### src/rtl/regfile_scoreboard.sv
// Dual-issue hazard scoreboard for a 2-write / 4-read register file: RAW, WAW, intra-pair and write-port checks.
// Optional build macro SCOREBOARD_STATS_EN adds dual-issue and slot-1 stall counters (dual_cnt, stall_cnt).

module regfile_scoreboard #(
    parameter int NREGS  = 32,
    parameter int MAXLAT = 4,
    parameter int CW     = 3
) (
    input  logic                       clk,
    input  logic                       rst,
    input  logic                       flush,
    input  logic                       valid_1,
    input  logic                       valid_2,
    input  logic [$clog2(NREGS)-1:0]   rs1_1,
    input  logic [$clog2(NREGS)-1:0]   rs2_1,
    input  logic [$clog2(NREGS)-1:0]   rs1_2,
    input  logic [$clog2(NREGS)-1:0]   rs2_2,
    input  logic [$clog2(NREGS)-1:0]   rd_1,
    input  logic [$clog2(NREGS)-1:0]   rd_2,
    input  logic                       wr_1,
    input  logic                       wr_2,
    input  logic [1:0]                 lat_1,
    input  logic [1:0]                 lat_2,
    output logic                       issue_1,
    output logic                       issue_2,
    output logic [NREGS-1:0]           busy
`ifdef SCOREBOARD_STATS_EN
    ,
    output logic [31:0]                dual_cnt,
    output logic [31:0]                stall_cnt
`endif
);

    logic [CW-1:0]    cnt_q [NREGS];
    logic [CW-1:0]    cnt_d [NREGS];
    logic [1:0]       wbq_q [1:MAXLAT];
    logic [1:0]       wbq_d [1:MAXLAT];
    logic [1:0]       wbq_s [1:MAXLAT];
    logic [NREGS-1:0] rdy;
    logic [CW-1:0]    lat1;
    logic [CW-1:0]    lat2;
    logic             nwb_1;
    logic             nwb_2;
    logic [2:0]       occ_1;
    logic [2:0]       occ_2;

    assign lat1  = CW'(lat_1) + CW'(1);
    assign lat2  = CW'(lat_2) + CW'(1);
    assign nwb_1 = wr_1 && (rd_1 != '0);
    assign nwb_2 = wr_2 && (rd_2 != '0);

    // A count of 1 means the write lands this cycle and is bypassed, so the source is already usable.
    always_comb begin
        // NOTE: every signal written here gets a default first, so no latch can be inferred.
        rdy  = '0;
        busy = '0;
        for (int r = 0; r < NREGS; r++) begin
            rdy[r]  = (r == 0) || (cnt_q[r] <= CW'(1));
            busy[r] = (cnt_q[r] > CW'(1));
        end
    end

    // Queue as it will look after this edge's shift; wbq_s[L] counts writes landing in the same cycle as a new latency-L op.
    always_comb begin
        for (int k = 1; k < MAXLAT; k++) begin
            wbq_s[k] = wbq_q[k+1];
        end
        wbq_s[MAXLAT] = '0;
    end

    always_comb begin
        occ_1 = {1'b0, wbq_s[lat1]} + {2'b00, nwb_1};
        occ_2 = {1'b0, wbq_s[lat2]} + {2'b00, nwb_2} + {2'b00, (nwb_1 && (lat1 == lat2))};

        issue_1 = rst && valid_1 && !flush
               && rdy[rs1_1] && rdy[rs2_1]
               && !(nwb_1 && (cnt_q[rd_1] > lat1))
               && (occ_1 <= 3'd2);

        issue_2 = issue_1 && valid_2
               && rdy[rs1_2] && rdy[rs2_2]
               && !(nwb_2 && (cnt_q[rd_2] > lat2))
               && !(nwb_1 && ((rs1_2 == rd_1) || (rs2_2 == rd_1)))
               && !(nwb_1 && nwb_2 && (rd_1 == rd_2))
               && (occ_2 <= 3'd2);
    end

    // Loads are applied after the decrement so a new issue overrides the old countdown; flush overrides both.
    always_comb begin
        for (int r = 0; r < NREGS; r++) begin
            cnt_d[r] = (cnt_q[r] != '0) ? (cnt_q[r] - CW'(1)) : '0;
        end
        for (int k = 1; k <= MAXLAT; k++) begin
            wbq_d[k] = wbq_s[k];
        end
        if (issue_1 && nwb_1) begin
            cnt_d[rd_1] = lat1;
            wbq_d[lat1] = wbq_d[lat1] + 2'd1;
        end
        if (issue_2 && nwb_2) begin
            cnt_d[rd_2] = lat2;
            wbq_d[lat2] = wbq_d[lat2] + 2'd1;
        end
        if (flush) begin
            for (int r = 0; r < NREGS; r++) begin
                cnt_d[r] = '0;
            end
            for (int k = 1; k <= MAXLAT; k++) begin
                wbq_d[k] = '0;
            end
        end
    end

    // NOTE: these arrays are individual flops rather than a RAM, so they take the async reset like any register.
    always_ff @(posedge clk or negedge rst) begin
        if (!rst) begin
            for (int r = 0; r < NREGS; r++) begin
                cnt_q[r] <= '0;
            end
            for (int k = 1; k <= MAXLAT; k++) begin
                wbq_q[k] <= '0;
            end
        end else begin
            // NOTE: non-blocking updates so every flop samples the pre-edge values of its neighbours.
            for (int r = 0; r < NREGS; r++) begin
                cnt_q[r] <= cnt_d[r];
            end
            for (int k = 1; k <= MAXLAT; k++) begin
                wbq_q[k] <= wbq_d[k];
            end
        end
    end

`ifdef SCOREBOARD_STATS_EN
    logic [31:0] dual_q;
    logic [31:0] stall_q;

    // Statistics survive flush; only reset clears them, and they wrap naturally.
    always_ff @(posedge clk or negedge rst) begin
        if (!rst) begin
            dual_q  <= '0;
            stall_q <= '0;
        end else begin
            if (issue_1 && issue_2) begin
                dual_q <= dual_q + 32'd1;
            end
            if (valid_1 && !issue_1) begin
                stall_q <= stall_q + 32'd1;
            end
        end
    end

    assign dual_cnt  = dual_q;
    assign stall_cnt = stall_q;
`endif

endmodule

### config.mk
export PLATFORM = sky130hd
export DESIGN_NAME = regfile_scoreboard
export DESIGN_NICKNAME = d
export VERILOG_FILES = /design/src/rtl/regfile_scoreboard.sv
export SDC_FILE = /design/constraint.sdc
export NUM_CORES = 1
export LEC_CHECK = 0
export ABC_AREA = 1
export BUFFER_PORTS_ARGS = -buffer_cell sky130_fd_sc_hd__buf_2
export CORE_MARGIN = 5
export CORE_UTILIZATION = 50
export CTS_CLUSTER_DIAMETER = 50
export CTS_CLUSTER_SIZE = 8
export DETAILED_ROUTE_END_ITERATION = 6
export PLACE_DENSITY = 0.75
export SYNTH_ARGS = -nofsm -noshare
export SYNTH_HDL_FRONTEND = slang
export SYNTH_SLANG_ARGS = --single-unit
### constraint.sdc
create_clock -name clk -period 3.3 [get_ports clk]
set_input_delay 0.165 -clock clk [delete_from_list [all_inputs] [get_ports clk]]
set_output_delay 0.165 -clock clk [all_outputs]
set_load 0.05 [all_outputs]
==> impl_metrics.env, run 1 <==
export IMPL_n_fill_cell=1653
export IMPL_whs_endpoint="cnt_q[51]"
export IMPL_gp_routability_congestion=1.18
export IMPL_hold_path_cell_count=5
export IMPL_post_route_cells_drive_above_1_share_pct=35.1
export IMPL_netSwitchingPower_mw=1.08
export IMPL_vias=14800
export IMPL_ys_seq_area_share_pct=23.6
export IMPL_comb_power_share_pct=25.5
export IMPL_synthFlopType="sky130_fd_sc_hd__dfrtp_1"
export IMPL_holdCritStartpoint="lat_2[0]"
export IMPL_run_status="finished, violations left"
export IMPL_cp_slowest_cell="sky130_fd_sc_hd__dfrtp_1"
export IMPL_globalRouteOverflowTotal=0
export IMPL_design_final_nets=2292
export IMPL_floorplan_initialDensity_pct=51.1
export IMPL_cts_made_buffers=9
export IMPL_die_height_um=157
export IMPL_dp_slack_ns=-1.11
export IMPL_most_common_layout_cells="325 x sky130_fd_sc_hd__nand2_1, 324 x sky130_fd_sc_hd__buf_4, 217 x sky130_fd_sc_hd__nor2_1"
export IMPL_critical_path_top_delay_family="simple AND/OR/NAND/NOR gates"
export IMPL_internal_power_mw=2.11
export IMPL_detail_route_first_pass_iterations=7
export IMPL_setup_worst_path_end_class="flip-flop"
export IMPL_drt_total_wl_um=53700
export IMPL_crit_path_max_incr_delay_ns=0.41
export IMPL_utilization_pct=75.3
export IMPL_antenna_found_initial=0
export IMPL_ys_seq_elements=102
export IMPL_cts_htree_levels=3
export IMPL_final_period_minus_worst_setup_slack_ns=3.81
export IMPL_synth_cell_type_count=45
export IMPL_power_share_clock_pct=35.2
export IMPL_synth_simple_gate_area_share_pct=30.9
export IMPL_cts_sinks=102
export IMPL_worst_path_buf_inv=6
export IMPL_max_slew_violation_count=0
export IMPL_worst_endpoint_required_ns=3.55
export IMPL_post_synth_fa_ha_maj_area_fraction_pct=9.79
export IMPL_worst_hold_slack_ns=0.304
export IMPL_route_detailed_vias_per_inst=6.06
export IMPL_ios=75
export IMPL_synth_top_family_by_area="simple AND/OR/NAND/NOR gates"
export IMPL_cts_buffer_depth=2
export IMPL_max_cap_viol_count=0
export IMPL_muxShareOfSynthArea_pct=0
export IMPL_syn_cell_area_sq_mm=0.0108
export IMPL_grt_max_degree=103
export IMPL_timing_slew_headroom_pct=26.3
export IMPL_reg2reg_to="cnt_q[81]"
export IMPL_fin_worst_skew_ns=0.0151
export IMPL_dp_cells=2395
export IMPL_track_usage_pct=41.9
export IMPL_swShare_pct=33.8
export IMPL_crit_path_start_kind="flip-flop"
export IMPL_finalCritPeriodShare_pct=115
export IMPL_cts_tree="built"
export IMPL_yosysWarnings=0
export IMPL_worstMarginPinSlew_ns=1.10
export IMPL_dp_hpwl_um=38900
export IMPL_timing_final_ws_setup_ns=-0.509
export IMPL_via_count_of_the_first_global_routing_pass=14200
export IMPL_placeableCoreArea_sq_mm=0.0212
export IMPL_floorplan_die_area_sq_mm=0.0247
export IMPL_crit_reg2reg_launch="cnt_q[89]"
export IMPL_report_final_setup_viol=101
export IMPL_cts_root_buffer="sky130_fd_sc_hd__clkbuf_16"
export IMPL_cp_cell_sequence="inv_2 > buf_6 > o22ai_2 > o21ai_2 > nand4_1 > or2_4 > ha_4 > a21oi_2 > o21ai_1 > a31oi_2 > nand2_2 > nor2_4 > nand3_4 > buf_12 > nor2_4 > inv_2 > buf_6 > nor2_4 > inv_2 > o21ai_1 > a21oi_1"
export IMPL_post_synth_xor_area_fraction_pct=1.13
export IMPL_drt_drc_violations_left=42
export IMPL_antenna_cells=0
export IMPL_clk_transition_reported_paths_ns=0.08
export IMPL_synth_edff_count=0
export IMPL_hold_viol=0
export IMPL_worst_ir_drop_vdd_mv=0.217
export IMPL_finalSetupTns_ns=-40.03
export IMPL_crit_start="cnt_q[89]"
export IMPL_wl_per_cell_um=21.9
export IMPL_r2r_slack_ns=-0.51
export IMPL_share_seq_of_total_power_pct=39.3
export IMPL_placementRows=53
export IMPL_grt_pass1_wl_um=79300
export IMPL_synth_compound_gate_area_share_pct=23.1
export IMPL_timing_critical_path_fanout_max=4
export IMPL_grt_setup_unrepaired="true"
export IMPL_layout_commonest_cell="sky130_fd_sc_hd__nand2_1"
export IMPL_detail_route_antenna_nets=0
export IMPL_fmaxAchievable_mhz=263
export IMPL_leakage_nw=8.55
export IMPL_postSynthNetCount=1904
export IMPL_areaGrowthSynthToFinish_pct=47.4
export IMPL_synth_async_sr_flop_share_pct=100
export IMPL_r2r_cells=21
export IMPL_failed_checks="design-rule violations, negative setup slack"
export IMPL_floorplan_die_width_um=157
export IMPL_port_buf_inserts=74
export IMPL_timing_critical_path_arrival_ns=4.06
export IMPL_hold_path_class="in2reg"
export IMPL_finalNonFillerCells=2446
export IMPL_timing_setup_critical_path_class="reg2reg"
export IMPL_drt_initial_drc_count=2150
export IMPL_synthCells=1779
export IMPL_post_synth_cell_area_avg_sq_um=6.08
export IMPL_p_per_area_mw_per_mm2=200
export IMPL_clock_latency_ns=0.37
==> synthesized netlist by cell type, types with 2 or more instances <==
cell type | instances | area, sq um
sky130_fd_sc_hd__xor2_1 | 6 | 52.6
sky130_fd_sc_hd__nor2_8 | 2 | 40.0
sky130_fd_sc_hd__buf_1 | 6 | 22.5
sky130_fd_sc_hd__a211oi_1 | 2 | 15.0
sky130_fd_sc_hd__o211ai_1 | 17 | 128
sky130_fd_sc_hd__nand3_1 | 80 | 400
sky130_fd_sc_hd__inv_1 | 235 | 882
sky130_fd_sc_hd__nand4_1 | 18 | 113
sky130_fd_sc_hd__or2_2 | 2 | 12.5
sky130_fd_sc_hd__o21ai_1 | 13 | 65.1
sky130_fd_sc_hd__xnor2_1 | 8 | 70.1
sky130_fd_sc_hd__a21boi_0 | 3 | 22.5
sky130_fd_sc_hd__nand2_1 | 422 | 1580
sky130_fd_sc_hd__nor3b_1 | 2 | 15.0
sky130_fd_sc_hd__nor2_1 | 244 | 916
sky130_fd_sc_hd__ha_1 | 83 | 1040
sky130_fd_sc_hd__o221ai_1 | 4 | 35.0
sky130_fd_sc_hd__nor3_1 | 14 | 70.1
sky130_fd_sc_hd__a221oi_1 | 6 | 52.6
sky130_fd_sc_hd__nor2_4 | 7 | 78.8
sky130_fd_sc_hd__o22ai_1 | 82 | 513
sky130_fd_sc_hd__o21ai_0 | 193 | 966
sky130_fd_sc_hd__a21oi_1 | 122 | 611
sky130_fd_sc_hd__clkbuf_1 | 53 | 199
sky130_fd_sc_hd__a31oi_1 | 3 | 18.8
sky130_fd_sc_hd__nand2_2 | 3 | 18.8
sky130_fd_sc_hd__dfrtp_1 | 102 | 2550
sky130_fd_sc_hd__nor2_2 | 4 | 25.0
sky130_fd_sc_hd__buf_2 | 12 | 60.1
sky130_fd_sc_hd__a22oi_1 | 4 | 30.0
sky130_fd_sc_hd__inv_2 | 12 | 45.0
sky130_fd_sc_hd__clkinv_1 | 2 | 7.51
==> through the flow <==
stage	total power, mW	instance area (sq um)
global placement	1.97	14000
finish	3.18	15900
floorplan	1.64	11000
CTS	3.13	15200
global route	3.29	15900
detailed placement	1.98	14000
==> registers in the layout, summed over array words and instances, names as in the netlist <==
register,count
cnt_q,96
wbq_q,6
==> worst max path at each step <==
stage                endpoint  slack, ns  depth (start not counted)
global placement    cnt_q[81]      -1.13                         23
global route        cnt_q[65]      -0.57                         22
finish              cnt_q[81]      -0.51                         21
detailed placement  cnt_q[18]      -1.11                         22
floorplan           cnt_q[58]      -0.19                         27
CTS                 cnt_q[83]      -0.34                         23
==> routing by layer <==
layer	share of wire [%]	GRT usage [%]
met5	0	0
met4	8.9	30.8
met3	14	12.4
met2	42	63.0
met1	36	50.7
==> power groups by stage <==
stage | combinational, mW | clock [mW] | sequential (mW)
after floorplan | 0.364 | 0 | 1.28
after global placement | 0.698 | 0 | 1.28
after global routing | 0.860 | 1.18 | 1.25
after detailed placement | 0.705 | 0 | 1.28
after CTS | 0.748 | 1.13 | 1.25
final | 0.812 | 1.12 | 1.25
==> layout make-up <==
class	instances	area, sq um	area share [%]
multi-input cells	1355	8240	51.7
repair buffers	450	3530	22.2
flip-flops and latches	102	2550	16.0
well taps	275	344	2.16
inverters	249	982	6.16
clock inverters	5	60.1	0.377
clock buffers	10	229	1.44
==> worst reg2reg max path, stage by stage, from the launching register on <==
cell and delay [ns]:
sky130_fd_sc_hd__dfrtp_1 0.41, sky130_fd_sc_hd__inv_2 0.07, sky130_fd_sc_hd__buf_6 0.11, sky130_fd_sc_hd__o22ai_2 0.07, sky130_fd_sc_hd__o21ai_2 0.20, sky130_fd_sc_hd__nand4_1 0.23
sky130_fd_sc_hd__or2_4 0.32, sky130_fd_sc_hd__ha_4 0.22, sky130_fd_sc_hd__a21oi_2 0.13, sky130_fd_sc_hd__o21ai_1 0.09, sky130_fd_sc_hd__a31oi_2 0.23, sky130_fd_sc_hd__nand2_2 0.10
sky130_fd_sc_hd__nor2_4 0.28, sky130_fd_sc_hd__nand3_4 0.14, sky130_fd_sc_hd__buf_12 0.17, sky130_fd_sc_hd__nor2_4 0.20, sky130_fd_sc_hd__inv_2 0.10, sky130_fd_sc_hd__buf_6 0.13
sky130_fd_sc_hd__nor2_4 0.11, sky130_fd_sc_hd__inv_2 0.08, sky130_fd_sc_hd__o21ai_1 0.20, sky130_fd_sc_hd__a21oi_1 0.09
==> logic make-up (layout without fill, tap and decap cells) <==
logic type	Yosys count	count (layout)
buffers and inverters	322	714
DFF	102	102
adders and majority gates	84	84
and+or+nand+nor	804	804
AOI/OAI and AO/OA	453	453
xor gates and xnor gates	14	14
==> timing repair <==
| item | in CTS | in global routing |
|---|---|---|
| gates resized for setup | 251 | 170 |
| hold buffers | 1 | 0 |
| endpoints found under the hold margin | 84 | 0 |
| buffers inserted | 21 | 22 |
| pin swaps | 65 | 76 |
| endpoints found under the setup margin | 101 | 101 |
Note: power is estimated with default switching activity, not from simulation.
==> run 2, diff against run 1 <==
GPL_TIMING_DRIVEN = 0   (was not set)
==> impl_metrics.env, run 2 (synthesized netlist as in run 1, its figures left out) <==
export IMPL_top_register="cnt_q"
export IMPL_dp_hpwl_um=37000
export IMPL_placementRows=53
export IMPL_worst_hold_slack_ns=0.185
export IMPL_timing_critical_path_arrival_ns=3.97
export IMPL_track_usage_pct=40.6
export IMPL_grt_max_degree=53
export IMPL_whs_endpoint="wbq_q[0]"
export IMPL_vias=14400
export IMPL_finalCritPeriodShare_pct=113
export IMPL_p_total_mw=3.27
export IMPL_design_final_nets=2097
export IMPL_detail_route_first_pass_iterations=7
export IMPL_hold_path_class="in2reg"
export IMPL_cts_root_buffer="sky130_fd_sc_hd__clkbuf_16"
export IMPL_clk_transition_reported_paths_ns=0.08
export IMPL_crit_path_start_kind="flip-flop"
export IMPL_via_count_of_the_first_global_routing_pass=13000
export IMPL_leakage_nw=7.65
export IMPL_timing_critical_path_fanout_max=5
export IMPL_ios=75
export IMPL_globalRouteOverflowTotal=0
export IMPL_grt_pass1_wl_um=75500
export IMPL_placeableCoreArea_sq_mm=0.0212
export IMPL_layout_commonest_cell="sky130_fd_sc_hd__nand2_1"
export IMPL_wl_per_cell_um=24.2
export IMPL_gp_routability_congestion=1.09
export IMPL_cts_htree_levels=3
export IMPL_fmaxAchievable_mhz=269
export IMPL_setup_worst_path_end_class="flip-flop"
export IMPL_max_slew_violation_count=0
export IMPL_route_detailed_vias_per_inst=6.39
export IMPL_cts_made_buffers=9
export IMPL_holdCritStartpoint="lat_2[0]"
export IMPL_worst_endpoint_required_ns=3.55
export IMPL_largest_registers="cnt_q (96), wbq_q (6)"
export IMPL_dp_cells=2118
export IMPL_crit_reg2reg_launch="cnt_q[25]"
export IMPL_die_height_um=157
export IMPL_fin_worst_skew_ns=0.0110
export IMPL_finalNonFillerCells=2253
export IMPL_drt_total_wl_um=54600
export IMPL_r2r_slack_ns=-0.42
export IMPL_hold_path_cell_count=3
export IMPL_timing_slew_headroom_pct=27.4
export IMPL_hold_viol=0
export IMPL_post_route_cells_drive_above_1_share_pct=32.1
export IMPL_detail_route_antenna_nets=0
export IMPL_cts_sinks=102
export IMPL_largest_register_ffs=96
export IMPL_failed_checks="negative setup slack"
export IMPL_final_period_minus_worst_setup_slack_ns=3.72
export IMPL_report_final_setup_viol=101
export IMPL_grt_setup_unrepaired="true"
export IMPL_drt_drc_violations_left=0
export IMPL_finalSetupTns_ns=-29.25
export IMPL_worst_ir_drop_vdd_mv=0.241
export IMPL_areaGrowthSynthToFinish_pct=40.2
export IMPL_r2r_cells=22
export IMPL_floorplan_die_width_um=157
export IMPL_dp_slack_ns=-1.82
export IMPL_max_cap_viol_count=0
export IMPL_run_status="finished, violations left"
export IMPL_timing_setup_critical_path_class="reg2reg"
export IMPL_floorplan_initialDensity_pct=51.1
export IMPL_floorplan_die_area_sq_mm=0.0247
export IMPL_clock_latency_ns=0.37
export IMPL_drt_initial_drc_count=2099
export IMPL_port_buf_inserts=63
export IMPL_n_fill_cell=1651
export IMPL_cts_buffer_depth=2
export IMPL_p_per_area_mw_per_mm2=216
export IMPL_worstMarginPinSlew_ns=1.09
export IMPL_timing_final_ws_setup_ns=-0.419
export IMPL_antenna_found_initial=1
export IMPL_cts_tree="built"
export IMPL_most_common_layout_cells="305 x sky130_fd_sc_hd__nand2_1, 199 x sky130_fd_sc_hd__nor2_1, 184 x sky130_fd_sc_hd__inv_1"
export IMPL_reg2reg_to="wbq_q[5]"
## run 2: timing repair
action / in CTS / in global routing
setup endpoints to repair: 101 / 101
hold buffers: 1 / 0
hold endpoints to repair: 50 / 0
resized for setup: 349 / 314
pin swaps: 78 / 137
gates cloned: 1 / 0
setup buffers: 67 / 52
## run 2: cell type report
class                   instances  area, sq um  area share, %
diodes                          1         2.50         0.0165
plain buffers                  70          544           3.59
clock buffers                  10          239           1.58
clock inverters                 6         51.3          0.338
inverters                     249         1080           7.11
multi-input cells            1355         8790           58.0
flip-flops and latches        102         2560           16.9
well taps                     275          344           2.27
repair buffers                185         1560           10.3
## run 2: worst max path at each step
stage / from / end / cells after the start
after floorplan: lat_1[0] / cnt_q[58] / 27
after global placement: rd_1[3] / cnt_q[58] / 21
after detailed placement: rd_1[3] / cnt_q[59] / 21
after CTS: lat_1[0] / cnt_q[71] / 31
after global routing: wbq_q[2] / wbq_q[5] / 27
final: cnt_q[25] / wbq_q[5] / 22
## run 2: per-stage QoR
stage | utilization, % | cell area [sq um]
2_1_floorplan | - | 11000
3_3_place_gp | 55.1 | 11700
3_5_place_dp | 55.2 | 11700
4_1_cts | 64.7 | 13700
5_1_grt | 71.7 | 15200
6_report | 71.7 | 15200
## run 2: critical path, cell delays in order, from the launching register on
cell and delay (ns):
sky130_fd_sc_hd__dfrtp_1 0.42, sky130_fd_sc_hd__inv_1 0.16, sky130_fd_sc_hd__o22ai_1 0.11, sky130_fd_sc_hd__o21ai_1 0.27, sky130_fd_sc_hd__o2111a_1 0.29, sky130_fd_sc_hd__nand2_1 0.11
sky130_fd_sc_hd__ha_4 0.29, sky130_fd_sc_hd__nand3_1 0.08, sky130_fd_sc_hd__a31oi_2 0.26, sky130_fd_sc_hd__nand2_1 0.13, sky130_fd_sc_hd__nor2_4 0.14, sky130_fd_sc_hd__buf_12 0.14
sky130_fd_sc_hd__buf_4 0.11, sky130_fd_sc_hd__buf_4 0.12, sky130_fd_sc_hd__nand4_1 0.18, sky130_fd_sc_hd__nand3_1 0.19, sky130_fd_sc_hd__nand3_2 0.09, sky130_fd_sc_hd__nand2_2 0.11
sky130_fd_sc_hd__nand2_4 0.08, sky130_fd_sc_hd__nand2_4 0.11, sky130_fd_sc_hd__nand2_4 0.07, sky130_fd_sc_hd__nand2_4 0.09, sky130_fd_sc_hd__a21oi_2 0.06
## run 2: layer usage
metal,up-vias,routed length [um],GRT usage [%]
met5,-,0,0
met4,0,4910,25.8
met3,376,6930,9.32
met2,1168,23100,62.7
met1,6632,19700,51.3
li1,6224,-,-
## run 2: report_power, final
part / switching [mW] / internal (mW)
registers: 0.00195 / 1.25
logic: 0.611 / 0.277
clock network: 0.586 / 0.549
total: 1.20 / 2.08
